**src/rtl/alu_pkg.sv**
```systemverilog
// Shared ALU encodings: select codes, main-control ALU classes and R-type funct codes.
// Consumed by the ID/EX issue stage, the ALU control decoder and the ALU itself.
package alu_pkg;

    localparam int unsigned SEL_W   = 4;
    localparam int unsigned ALUOP_W = 2;
    localparam int unsigned FUNCT_W = 6;

    localparam logic [SEL_W-1:0] ALU_AND = 4'b0000;
    localparam logic [SEL_W-1:0] ALU_OR  = 4'b0001;
    localparam logic [SEL_W-1:0] ALU_ADD = 4'b0010;
    localparam logic [SEL_W-1:0] ALU_SUB = 4'b0110;
    localparam logic [SEL_W-1:0] ALU_SLT = 4'b0111;
    localparam logic [SEL_W-1:0] ALU_NOR = 4'b1100;

    localparam logic [ALUOP_W-1:0] ALU_OP_ADD   = 2'b00;
    localparam logic [ALUOP_W-1:0] ALU_OP_SUB   = 2'b01;
    localparam logic [ALUOP_W-1:0] ALU_OP_RTYPE = 2'b10;
    localparam logic [ALUOP_W-1:0] ALU_OP_OR    = 2'b11;

    localparam logic [FUNCT_W-1:0] FUNCT_ADD = 6'b100000;
    localparam logic [FUNCT_W-1:0] FUNCT_SUB = 6'b100010;
    localparam logic [FUNCT_W-1:0] FUNCT_AND = 6'b100100;
    localparam logic [FUNCT_W-1:0] FUNCT_OR  = 6'b100101;
    localparam logic [FUNCT_W-1:0] FUNCT_SLT = 6'b101010;
    localparam logic [FUNCT_W-1:0] FUNCT_NOR = 6'b100111;

endpackage

```
**src/rtl/alu_control.sv**
```systemverilog
// Combinational ALU control: main-control class plus funct -> 4-bit ALU select.
// Unknown R-type funct falls back to add and raises illegal.
module alu_control
    import alu_pkg::*;
(
    input  logic [ALUOP_W-1:0] alu_op,
    input  logic [FUNCT_W-1:0] funct,
    output logic [SEL_W-1:0]   select,
    output logic               illegal
);

    always_comb begin
        select  = ALU_ADD;
        illegal = 1'b0;
        case (alu_op)
            ALU_OP_ADD: select = ALU_ADD;
            ALU_OP_SUB: select = ALU_SUB;
            ALU_OP_OR:  select = ALU_OR;
            default: begin
                case (funct)
                    FUNCT_ADD: select = ALU_ADD;
                    FUNCT_SUB: select = ALU_SUB;
                    FUNCT_AND: select = ALU_AND;
                    FUNCT_OR:  select = ALU_OR;
                    FUNCT_SLT: select = ALU_SLT;
                    FUNCT_NOR: select = ALU_NOR;
                    default: begin
                        select  = ALU_ADD;
                        illegal = 1'b1;
                    end
                endcase
            end
        endcase
    end

endmodule

```
**src/rtl/id_ex_alu_issue.sv**
```systemverilog
// ID/EX stage feeding the ALU: operand forwarding, ALU control decode and a
// single-entry valid/ready register with stall and flush.
module id_ex_alu_issue
    import alu_pkg::*;
#(
    parameter int unsigned DATA_W = 32,
    parameter int unsigned REG_AW = 5
) (
    input  logic               clk,
    input  logic               rst_n,
    input  logic               in_valid,
    output logic               in_ready,
    input  logic [ALUOP_W-1:0] alu_op,
    input  logic [FUNCT_W-1:0] funct,
    input  logic [REG_AW-1:0]  rs_addr,
    input  logic [REG_AW-1:0]  rt_addr,
    input  logic [DATA_W-1:0]  rs_data,
    input  logic [DATA_W-1:0]  rt_data,
    input  logic [DATA_W-1:0]  imm,
    input  logic               alu_src,
    input  logic [REG_AW-1:0]  dest_addr,
    input  logic               reg_write,
    input  logic               exm_wen,
    input  logic [REG_AW-1:0]  exm_addr,
    input  logic [DATA_W-1:0]  exm_data,
    input  logic               mwb_wen,
    input  logic [REG_AW-1:0]  mwb_addr,
    input  logic [DATA_W-1:0]  mwb_data,
    input  logic               flush,
    output logic               out_valid,
    input  logic               out_ready,
    output logic [DATA_W-1:0]  alu_a,
    output logic [DATA_W-1:0]  alu_b,
    output logic [SEL_W-1:0]   alu_select,
    output logic [DATA_W-1:0]  store_data,
    output logic [REG_AW-1:0]  ex_dest_addr,
    output logic               ex_reg_write,
    output logic               illegal_op
);

    logic              r_valid;
    logic [DATA_W-1:0] r_alu_a;
    logic [DATA_W-1:0] r_alu_b;
    logic [SEL_W-1:0]  r_select;
    logic [DATA_W-1:0] r_store;
    logic [REG_AW-1:0] r_dest;
    logic              r_reg_write;
    logic              r_illegal;

    logic              w_load;
    logic [DATA_W-1:0] w_rs_fwd;
    logic [DATA_W-1:0] w_rt_fwd;
    logic [SEL_W-1:0]  w_select;
    logic              w_illegal;

    alu_control u_alu_control (
        .alu_op  (alu_op),
        .funct   (funct),
        .select  (w_select),
        .illegal (w_illegal)
    );

    // Youngest producer (EX/MEM) wins; register 0 is never forwarded.
    always_comb begin
        w_rs_fwd = rs_data;
        w_rt_fwd = rt_data;
        if (exm_wen && (exm_addr == rs_addr) && (rs_addr != '0))
            w_rs_fwd = exm_data;
        else if (mwb_wen && (mwb_addr == rs_addr) && (rs_addr != '0))
            w_rs_fwd = mwb_data;
        if (exm_wen && (exm_addr == rt_addr) && (rt_addr != '0))
            w_rt_fwd = exm_data;
        else if (mwb_wen && (mwb_addr == rt_addr) && (rt_addr != '0))
            w_rt_fwd = mwb_data;
    end

    assign in_ready = !r_valid || out_ready;
    assign w_load   = in_valid && in_ready && !flush;

    // Flush beats load beats drain; a stall simply holds everything.
    always_ff @(posedge clk or negedge rst_n) begin
        if (!rst_n) begin
            r_valid     <= 1'b0;
            r_alu_a     <= '0;
            r_alu_b     <= '0;
            r_select    <= '0;
            r_store     <= '0;
            r_dest      <= '0;
            r_reg_write <= 1'b0;
            r_illegal   <= 1'b0;
        end else if (flush) begin
            r_valid     <= 1'b0;
            r_reg_write <= 1'b0;
            r_illegal   <= 1'b0;
        end else if (w_load) begin
            r_valid     <= 1'b1;
            r_alu_a     <= w_rs_fwd;
            r_alu_b     <= alu_src ? imm : w_rt_fwd;
            r_select    <= w_select;
            r_store     <= w_rt_fwd;
            r_dest      <= dest_addr;
            r_reg_write <= reg_write && !w_illegal;
            r_illegal   <= w_illegal;
        end else if (r_valid && out_ready) begin
            r_valid     <= 1'b0;
            r_reg_write <= 1'b0;
        end
    end

    assign out_valid    = r_valid;
    assign alu_a        = r_alu_a;
    assign alu_b        = r_alu_b;
    assign alu_select   = r_select;
    assign store_data   = r_store;
    assign ex_dest_addr = r_dest;
    assign ex_reg_write = r_reg_write;
    assign illegal_op   = r_illegal;

endmodule
```
**config.mk**
```make
export PLATFORM = sky130hd
export DESIGN_NAME = id_ex_alu_issue
export DESIGN_NICKNAME = d
export VERILOG_FILES = /design/src/rtl/alu_pkg.sv /design/src/rtl/alu_control.sv /design/src/rtl/id_ex_alu_issue.sv
export SDC_FILE = /design/constraint.sdc
export NUM_CORES = 1
export LEC_CHECK = 0
export CAP_MARGIN = 20
export CORE_MARGIN = 2
export CORE_UTILIZATION = 35
export CTS_BUF_LIST = sky130_fd_sc_hd__clkbuf_4 sky130_fd_sc_hd__clkbuf_8 sky130_fd_sc_hd__clkbuf_16
export DETAILED_ROUTE_END_ITERATION = 8
export GPL_TIMING_DRIVEN = 0
export HOLD_SLACK_MARGIN = 0.05
export MAX_ROUTING_LAYER = met4
export PLACE_DENSITY = 0.71
export SYNTH_ARGS = -nofsm -noshare
export SYNTH_HDL_FRONTEND = slang
export SYNTH_SLANG_ARGS = --single-unit
```
**constraint.sdc**
```tcl
create_clock -name clk -period 4 [get_ports clk]
set_input_delay 1 -clock clk [delete_from_list [all_inputs] [get_ports clk]]
set_output_delay 1 -clock clk [all_outputs]
set_load 0.01 [all_outputs]
```
Word-level counts from Yosys, hierarchy flattened --
Index checks and enable logic that the tools add are counted.
Word-level totals: output and inout bits 109, ROM bits 0, bits in latches 0, input bits 202, memories kept 0, register bits 108, RAM bits 0, word-level logic and storage cells 61
Cells by class: equal/unequal tests 12, magnitude comparators 0, reduce and logical (&&, ||, !) cells 24, divide/modulo/power cells 0, multipliers 0, shift-type cells 0, add/subtract/negate cells 0, mux-type cells 16, bitwise operators 1
Operator list (number):
- $mux W32 | 5
- $eq A6 B6 Y1 const B | 6
- $eq A5 B5 Y1 | 4
- $pmux W4 S5 | 1
- $logic_and A1 B1 Y1 | 12
- $pmux W4 S3 | 1
- $reduce_bool A5 Y1 | 2
- $mux W1 | 9
- $reduce_or A6 Y1 | 1
- $logic_not A1 Y1 | 3
- $reduce_bool A3 Y1 | 1
- $reduce_or A3 Y1 | 1
- $eq A2 B1 Y1 const B | 1
- $eq A2 B2 Y1 const B | 1
- $logic_not A2 Y1 | 1
- $reduce_and A2 Y1 | 1
- $reduce_bool A2 Y1 | 1
- $logic_or A1 B1 Y1 | 1
- $not A1 Y1 | 1

Longest topological paths before layout --
Gate-level depths: netlist of the first run.
depth in word-level cells 8, depth in mapped cells 7, gate-level depth less buffers 5

Cells and area by module --
A second synthesis of the first run with hierarchy kept.
Second synthesis, totals: cells, all modules 544, area total of the unflattened synthesis 5935.7 um^2
Modules (own cells, without submodules):
- id_ex_alu_issue | seq. area each 2702.6 um^2, area an instance 5821.8 um^2, cells each 526, times used 1
- alu_control | seq. area each 0.0 um^2, area an instance 113.9 um^2, cells each 18, times used 1

Worst setup path before layout of the first run --
No wires, ideal clock.
path kind in2reg, start point input mwb_addr[1], end point register r_store[0] (netlist: store_data[0]), path buffers 2, cell stages on the path 7, data arrival time 2.299 ns, setup time 0.135 ns, slack 1.566 ns, data required time 3.865 ns, cells stage by stage xnor2_2 > nand2_1 > or3_1 > buf_6 > buf_12 > a221oi_2 > o31ai_1
Between the ends: longest elaborated chain between the ends 5
RTL lines:
- from (decl) | line id_ex_alu_issue.sv:27 | input logic [REG_AW-1:0] mwb_addr,
- $eq A5 B5 Y1 | line id_ex_alu_issue.sv:73 | else if (mwb_wen && (mwb_addr == rt_addr) && (rt_addr != '0))
- $logic_and A1 B1 Y1 (2 in a row) | line id_ex_alu_issue.sv:73
- $mux W32 | line id_ex_alu_issue.sv:73
- $mux W32 | line id_ex_alu_issue.sv:71 | if (exm_wen && (exm_addr == rt_addr) && (rt_addr != '0))
- to (signal assigned) | line id_ex_alu_issue.sv:100 | r_store <= w_rt_fwd;
- to (decl) | line id_ex_alu_issue.sv:45 | logic [DATA_W-1:0] r_store;
Every way passes these cells. A chain may end at the register's enable or synchronous reset.

Worst setup path in the final report of the first run --
start point input out_ready, end point output in_ready
Between the ends: longest elaborated chain between the ends 1
RTL lines:
- from (decl) | line id_ex_alu_issue.sv:31 | input logic out_ready,
- $logic_or A1 B1 Y1 | line id_ex_alu_issue.sv:77 | assign in_ready = !r_valid || out_ready;
- to (decl) | line id_ex_alu_issue.sv:12 | output logic in_ready,
Every way passes these cells.

==> results.toml, run 1 <==
[hold_path]
hold_class = "reg2reg"

[global_route]
grt-ovfl-total = 0
grt_pass1_wl_mm = 36.5
grt_max_degree = 62
antenna_found_initial = 0
grt_pass1_vias = 6376
grtUsageTotal_pct = 26.6

[sta]
worst_slew_pin_slew_ns = 0.734
period_minus_slack_ns = 3.27
tns_ns = 0
min_period_over_period_pct = 81.8
finalClockSkew_ns = 0.00662
hold_viol = 0
rsz0062_at_grt = "false"
relSlewSlack_pct = 50.8
fmax_mhz = 306
finalSetupViolations = 0
drv_slew = 0
setup_ws_ns = 0.728

[die]
ios = 311
fp.coreArea_um2 = 17400
start_util_pct = 35.8
die_y_um = 137
rows = 48
dieArea_um2 = 18900
die_x_um = 137

[pwr]
vdd_ir_drop_max_mv = 0.199
leakage_nw = 4.08
power.density_nw_per_um2 = 347

[clock_tree]
cts_resized = 0
cts_tree = "done"
postCtsSetupRepairBufs = 0
cts.reportedPaths.clkPinSlew_ns = 0.07
numCtsBuffers = 9
ctsRootBufferMaster = "clkbuf_16"
hold_buffers = 0
clock-sinks = 108
clk_latency_ns = 0.35
ctsLongestPathBuffers = 2
htreeDepth = 3

[placed_design]
hpwl_mm = 19.5
dp_slack_ns = 0.513
place_congestion = 0.875
port_buffers = 309
dp_cells = 1174

[flow_run]
maxCapViolCount = 0

[layout]
area_growth_syn_to_layout_pct = 59.6
fin_util_pct = 57.2
n_antenna_cell = 0
final_cell_mix = "clkdlybuf4s50_1 (308), dfrtp_1 (108), nand2_1 (90)"
nets = 1162
drive_above_1_share_pct = 7.68
final_common_cell = "clkdlybuf4s50_1"
instances_no_fill = 1188

[routing]
routed_via_density = 5.29
avgRoutedWirePerCell_um = 20.8
ant_nets = 0
finalWirelength_mm = 24.8
drc_errors = 0
drtIter0Drc = 316
vias = 6281
dr.pass1.iters = 5

[logic_synthesis]
ys_ff_latch = 108
ys_types = 42
syn_inst = 639
syn-cell-area_um2 = 6220
syn_area_per_cell_um2 = 9.74
synth_warnings = 0
ys_seq_area_share_pct = 43.4
syn_nets = 841

[setup_path]
crit_path_start_kind = "primary input"
crit_fanout = 6
worst_setup_path_end_kind = "primary output"
reg2reg_slack_ns = 1.62
critical_path_required_ns = 3.00
critical_path_arrival_ns = 2.27
critPathKind = "in2out"

[outcome]
outcome = "finished clean"
[layout make-up]
cell class	instances	area, um^2
multi-input combinational	440	3070
inverter	35	131
sequential	108	2700
clock buffer	10	233
fill	1591	7430
tap	225	282
buffer	56	317
clock inverter	4	76.3
timing repair buffer	310	3120
[state kept, by name, summed over array words and instances (netlist names)]
name,count
alu_a,32
store_data,32
alu_b,32
out_valid,1
ex_reg_write,1
ex_dest_addr,5
illegal_op,1
alu_select,4
[final timing paths]
path | end | depth (start not counted) | startpoint
worst min register to register | store_data[29] | 2 | store_data[29]
worst max-delay path | in_ready | 3 | out_ready
min in group asynchronous | store_data[2] | 1 | rst_n
worst min-delay path | store_data[29] | 2 | store_data[29]
worst max register to register | store_data[0] | 7 | out_valid
max in group asynchronous | store_data[22] | 2 | rst_n
[layer usage]
layer	GRT usage, %	wire, um	vias to the layer above
li1	-	-	2998
met1	34.6	10800	2984
met2	42.6	11800	261
met3	3.68	1570	38
met4	9.39	662	0
met5	-	0	-
[synthesized netlist by cell type]
| library cell | instances | share of area, % |
|---|---|---|
| a21o_1 | 32 | 3.9 |
| a41oi_1 | 1 | 0.14 |
| nor2_2 | 1 | 0.10 |
| a221oi_1 | 2 | 0.28 |
| buf_2 | 7 | 0.56 |
| o31ai_1 | 65 | 7.8 |
| dfrtp_1 | 108 | 43 |
| nor2b_1 | 1 | 0.10 |
| buf_12 | 3 | 0.97 |
| nand3_1 | 1 | 0.080 |
| o22a_1 | 1 | 0.14 |
| o21a_1 | 2 | 0.24 |
| buf_1 | 5 | 0.30 |
| nand2_1 | 90 | 5.4 |
| o211ai_2 | 1 | 0.20 |
| clkbuf_4 | 3 | 0.36 |
| mux2i_1 | 32 | 5.1 |
| nand3b_1 | 3 | 0.36 |
| o221ai_1 | 33 | 4.6 |
| buf_6 | 2 | 0.36 |
| a221oi_2 | 30 | 7.2 |
| o21ai_0 | 36 | 2.9 |
| or2_2 | 1 | 0.10 |
| inv_1 | 35 | 2.1 |
| nor4_1 | 1 | 0.10 |
| or2_1 | 1 | 0.10 |
| buf_4 | 6 | 0.72 |
| and3_1 | 32 | 3.2 |
| xnor2_2 | 1 | 0.26 |
| a21oi_1 | 4 | 0.32 |
| o32ai_1 | 1 | 0.14 |
| xnor2_1 | 17 | 2.4 |
| clkbuf_1 | 30 | 1.8 |
| or4_4 | 1 | 0.18 |
| or3_1 | 1 | 0.10 |
| nand4_1 | 5 | 0.50 |
| mux2_2 | 1 | 0.18 |
| nor2_1 | 36 | 2.2 |
| nand2b_1 | 3 | 0.30 |
| or4_1 | 1 | 0.12 |
| xor2_1 | 2 | 0.28 |
| nor3_2 | 1 | 0.16 |
[where the power goes]
part / internal (mW) / switching (mW)
Sequential: 1.26 / 0.0922
Combinational: 0.636 / 0.492
Clock: 0.551 / 0.415
Total: 2.45 / 0.999
[worst max-delay path: stages]
cell and delay (ns):
clkdlybuf4s50_1 0.46, nand2b_1 0.22, clkdlybuf4s50_1 0.59
[kinds of logic (layout without fill, tap and decap cells)]
| group | count (synthesis) | count (layout) | share of synthesized area, % |
|---|---|---|---|
| muxes | 33 | 33 | 5.33 |
| DFF | 108 | 108 | 43.4 |
| xor gates and xnor gates | 20 | 20 | 2.94 |
| and+or+nand+nor | 179 | 179 | 13.1 |
| buffers and inverters | 91 | 415 | 7.20 |
| AOI/OAI and AO/OA | 208 | 208 | 28.0 |
[through the flow]
step,total power [mW],instance area (um^2),hold slack (ns)
2_1_floorplan,1.77,6220,0.514
3_3_place_gp,2.48,9600,0.459
3_5_place_dp,2.50,9620,0.465
4_1_cts,3.46,9930,0.480
5_1_grt,3.60,9930,0.492
6_report,3.45,9930,0.476
No activity file was read; power rests on OpenSTA's default activity.
==> run 2: changes to the inputs <==
--- a/config.mk
+++ b/config.mk
@@ -13,7 +13,7 @@
 export GPL_TIMING_DRIVEN = 0
 export HOLD_SLACK_MARGIN = 0.05
 export MAX_ROUTING_LAYER = met4
-export PLACE_DENSITY = 0.71
+export PLACE_DENSITY = 0.74
 export SYNTH_ARGS = -nofsm -noshare
 export SYNTH_HDL_FRONTEND = slang
 export SYNTH_SLANG_ARGS = --single-unit
==> constraint.sdc (replaced) <==
create_clock -name clk -period 3 [get_ports clk]
set_input_delay 0.75 -clock clk [delete_from_list [all_inputs] [get_ports clk]]
set_output_delay 0.75 -clock clk [all_outputs]
set_load 0.01 [all_outputs]
==> run 2 against run 1 <==
  * Setup slack worse by 0.53 ns
  * Sequential cell count unchanged
  * First-iteration DRC count grew 16%
==> results.toml, run 2 (synthesis results as in run 1) <==
[die]
die_y_um = 137
rows = 48
dieArea_um2 = 18900
ios = 311
start_util_pct = 35.8
die_x_um = 137
fp.coreArea_um2 = 17400

[routing]
drtIter0Drc = 368
drc_errors = 0
ant_nets = 0
dr.pass1.iters = 5
vias = 6306
routed_via_density = 5.30
avgRoutedWirePerCell_um = 20.7
finalWirelength_mm = 24.6

[pwr]
power.density_nw_per_um2 = 461
vdd_ir_drop_max_mv = 0.318
leakage_nw = 4.09

[setup_path]
critPathKind = "in2reg"
reg2reg_depth = 7
crit_fanout = 10
critical_path_arrival_ns = 3.06
reg2reg_slack_ns = 0.65
path_cells = "clkdlybuf4s50_1 -> nand2b_1 -> nand3b_1 -> clkbuf_1 -> buf_2 -> buf_1 -> nand2_1 -> o31ai_1"
cp_slowest_stage_delay_ns = 0.55
worst_setup_path_end_kind = "flop"
timing.critical_path.buf_inv = 4
critPathTopFamily = "buffers and inverters"
regToRegStartpoint = "out_valid"
crit_path_start_kind = "primary input"
crit_slowest_cell = "buf_1"
timing.rr.end = "store_data[0]"
critical_path_required_ns = 3.26

[clock_tree]
ctsLongestPathBuffers = 2
hold_buffers = 0
cts.reportedPaths.clkPinSlew_ns = 0.07
numCtsBuffers = 9
clock-sinks = 108
postCtsSetupRepairBufs = 0
clk_latency_ns = 0.36
cts_tree = "done"
ctsRootBufferMaster = "clkbuf_16"
cts_resized = 0
htreeDepth = 3

[global_route]
antenna_found_initial = 0
grt_pass1_vias = 6438
grtUsageTotal_pct = 26.8
grt_max_degree = 62
grt_pass1_wl_mm = 36.7
grt-ovfl-total = 0

[outcome]
outcome = "finished clean"

[hold_path]
hold_class = "in2async"

[placed_design]
port_buffers = 309
placed_area_um2 = 9620
hpwl_mm = 19.4
place_congestion = 0.880

[layout]
final_common_cell = "clkdlybuf4s50_1"
nets = 1162
n_antenna_cell = 0
design_area_um2 = 9930
fin_util_pct = 57.2
drive_above_1_share_pct = 7.88
area_growth_syn_to_layout_pct = 59.7
final_cell_mix = "clkdlybuf4s50_1 (308), dfrtp_1 (108), nand2_1 (90)"

[sta]
min_period_over_period_pct = 93.4
fmax_mhz = 357
worst_slew_pin_slew_ns = 0.701
finalSetupViolations = 0
tns_ns = 0
relSlewSlack_pct = 53.3
hold_viol = 0
rsz0062_at_grt = "false"
finalClockSkew_ns = 0.00715
drv_slew = 0
period_minus_slack_ns = 2.80

[flow_run]
maxCapViolCount = 0
## run 2: changes by cell type in the layout (fill, tap and decap cells not counted), sizes merged
cell and delta:
clkinvlp -1, inv +6, clkbuf -1, bufinv -1, clkinv -1
## run 2: how the worst max path moves through the flow
stage                      to        start  cells after the start  slack [ns]
2_1_floorplan   store_data[0]  mwb_addr[1]                      7        0.82
3_3_place_gp        alu_a[16]        rst_n                      1       -3.15
3_5_place_dp    store_data[2]    out_ready                      8       -0.20
4_1_cts         store_data[0]    out_ready                      8        0.13
5_1_grt        store_data[31]    out_ready                      8       0.003
6_report        store_data[0]    out_ready                      8        0.20
## run 2: final cells by class
type | instances | area, um^2
clock buffer | 9 | 225
clock inverter | 7 | 87.6
timing repair buffer | 310 | 3120
inverter | 35 | 131
sequential | 108 | 2700
fill | 1545 | 7420
buffer | 56 | 317
tap | 225 | 282
multi-input combinational | 440 | 3070
## run 2: where the power goes
| part | total (mW) | switching (mW) | internal (mW) |
|---|---|---|---|
| Clock | 1.28 | 0.604 | 0.673 |
| Sequential | 1.80 | 0.123 | 1.68 |
| Combinational | 1.50 | 0.654 | 0.848 |
| Total | 4.58 | 1.38 | 3.20 |
## run 2: layer usage
| metal | share of wire, % | vias up | track usage [%] |
|---|---|---|---|
| met4 | 2.6 | 0 | 9.74 |
| met3 | 5.1 | 42 | 3.68 |
| met1 | 43 | 3009 | 33.4 |
| met5 | 0 | - | - |
| met2 | 49 | 240 | 44.6 |
| li1 | - | 3015 | - |
## run 2: stage by stage
stage / hold WS, ns / worst slack [ns] / instances / power, mW
3_3_place_gp: 0.459 / -3.15 / 1173 / 3.31
4_1_cts: 0.427 / 0.129 / 1190 / 4.62
5_1_grt: 0.448 / 0.00326 / 1190 / 4.81
2_1_floorplan: 0.454 / 0.816 / 639 / 2.37
6_report: 0.407 / 0.198 / 1190 / 4.58
3_5_place_dp: 0.465 / -0.203 / 1174 / 3.34
==> run 3: changes to the inputs <==
--- a/config.mk
+++ b/config.mk
@@ -8,7 +8,6 @@
 export CAP_MARGIN = 20
 export CORE_MARGIN = 2
 export CORE_UTILIZATION = 35
-export CTS_BUF_LIST = sky130_fd_sc_hd__clkbuf_4 sky130_fd_sc_hd__clkbuf_8 sky130_fd_sc_hd__clkbuf_16
 export DETAILED_ROUTE_END_ITERATION = 8
 export GPL_TIMING_DRIVEN = 0
 export HOLD_SLACK_MARGIN = 0.05
==> results of run 3 <==
The final DEF is identical to that of run 2; final timing and power are the same.
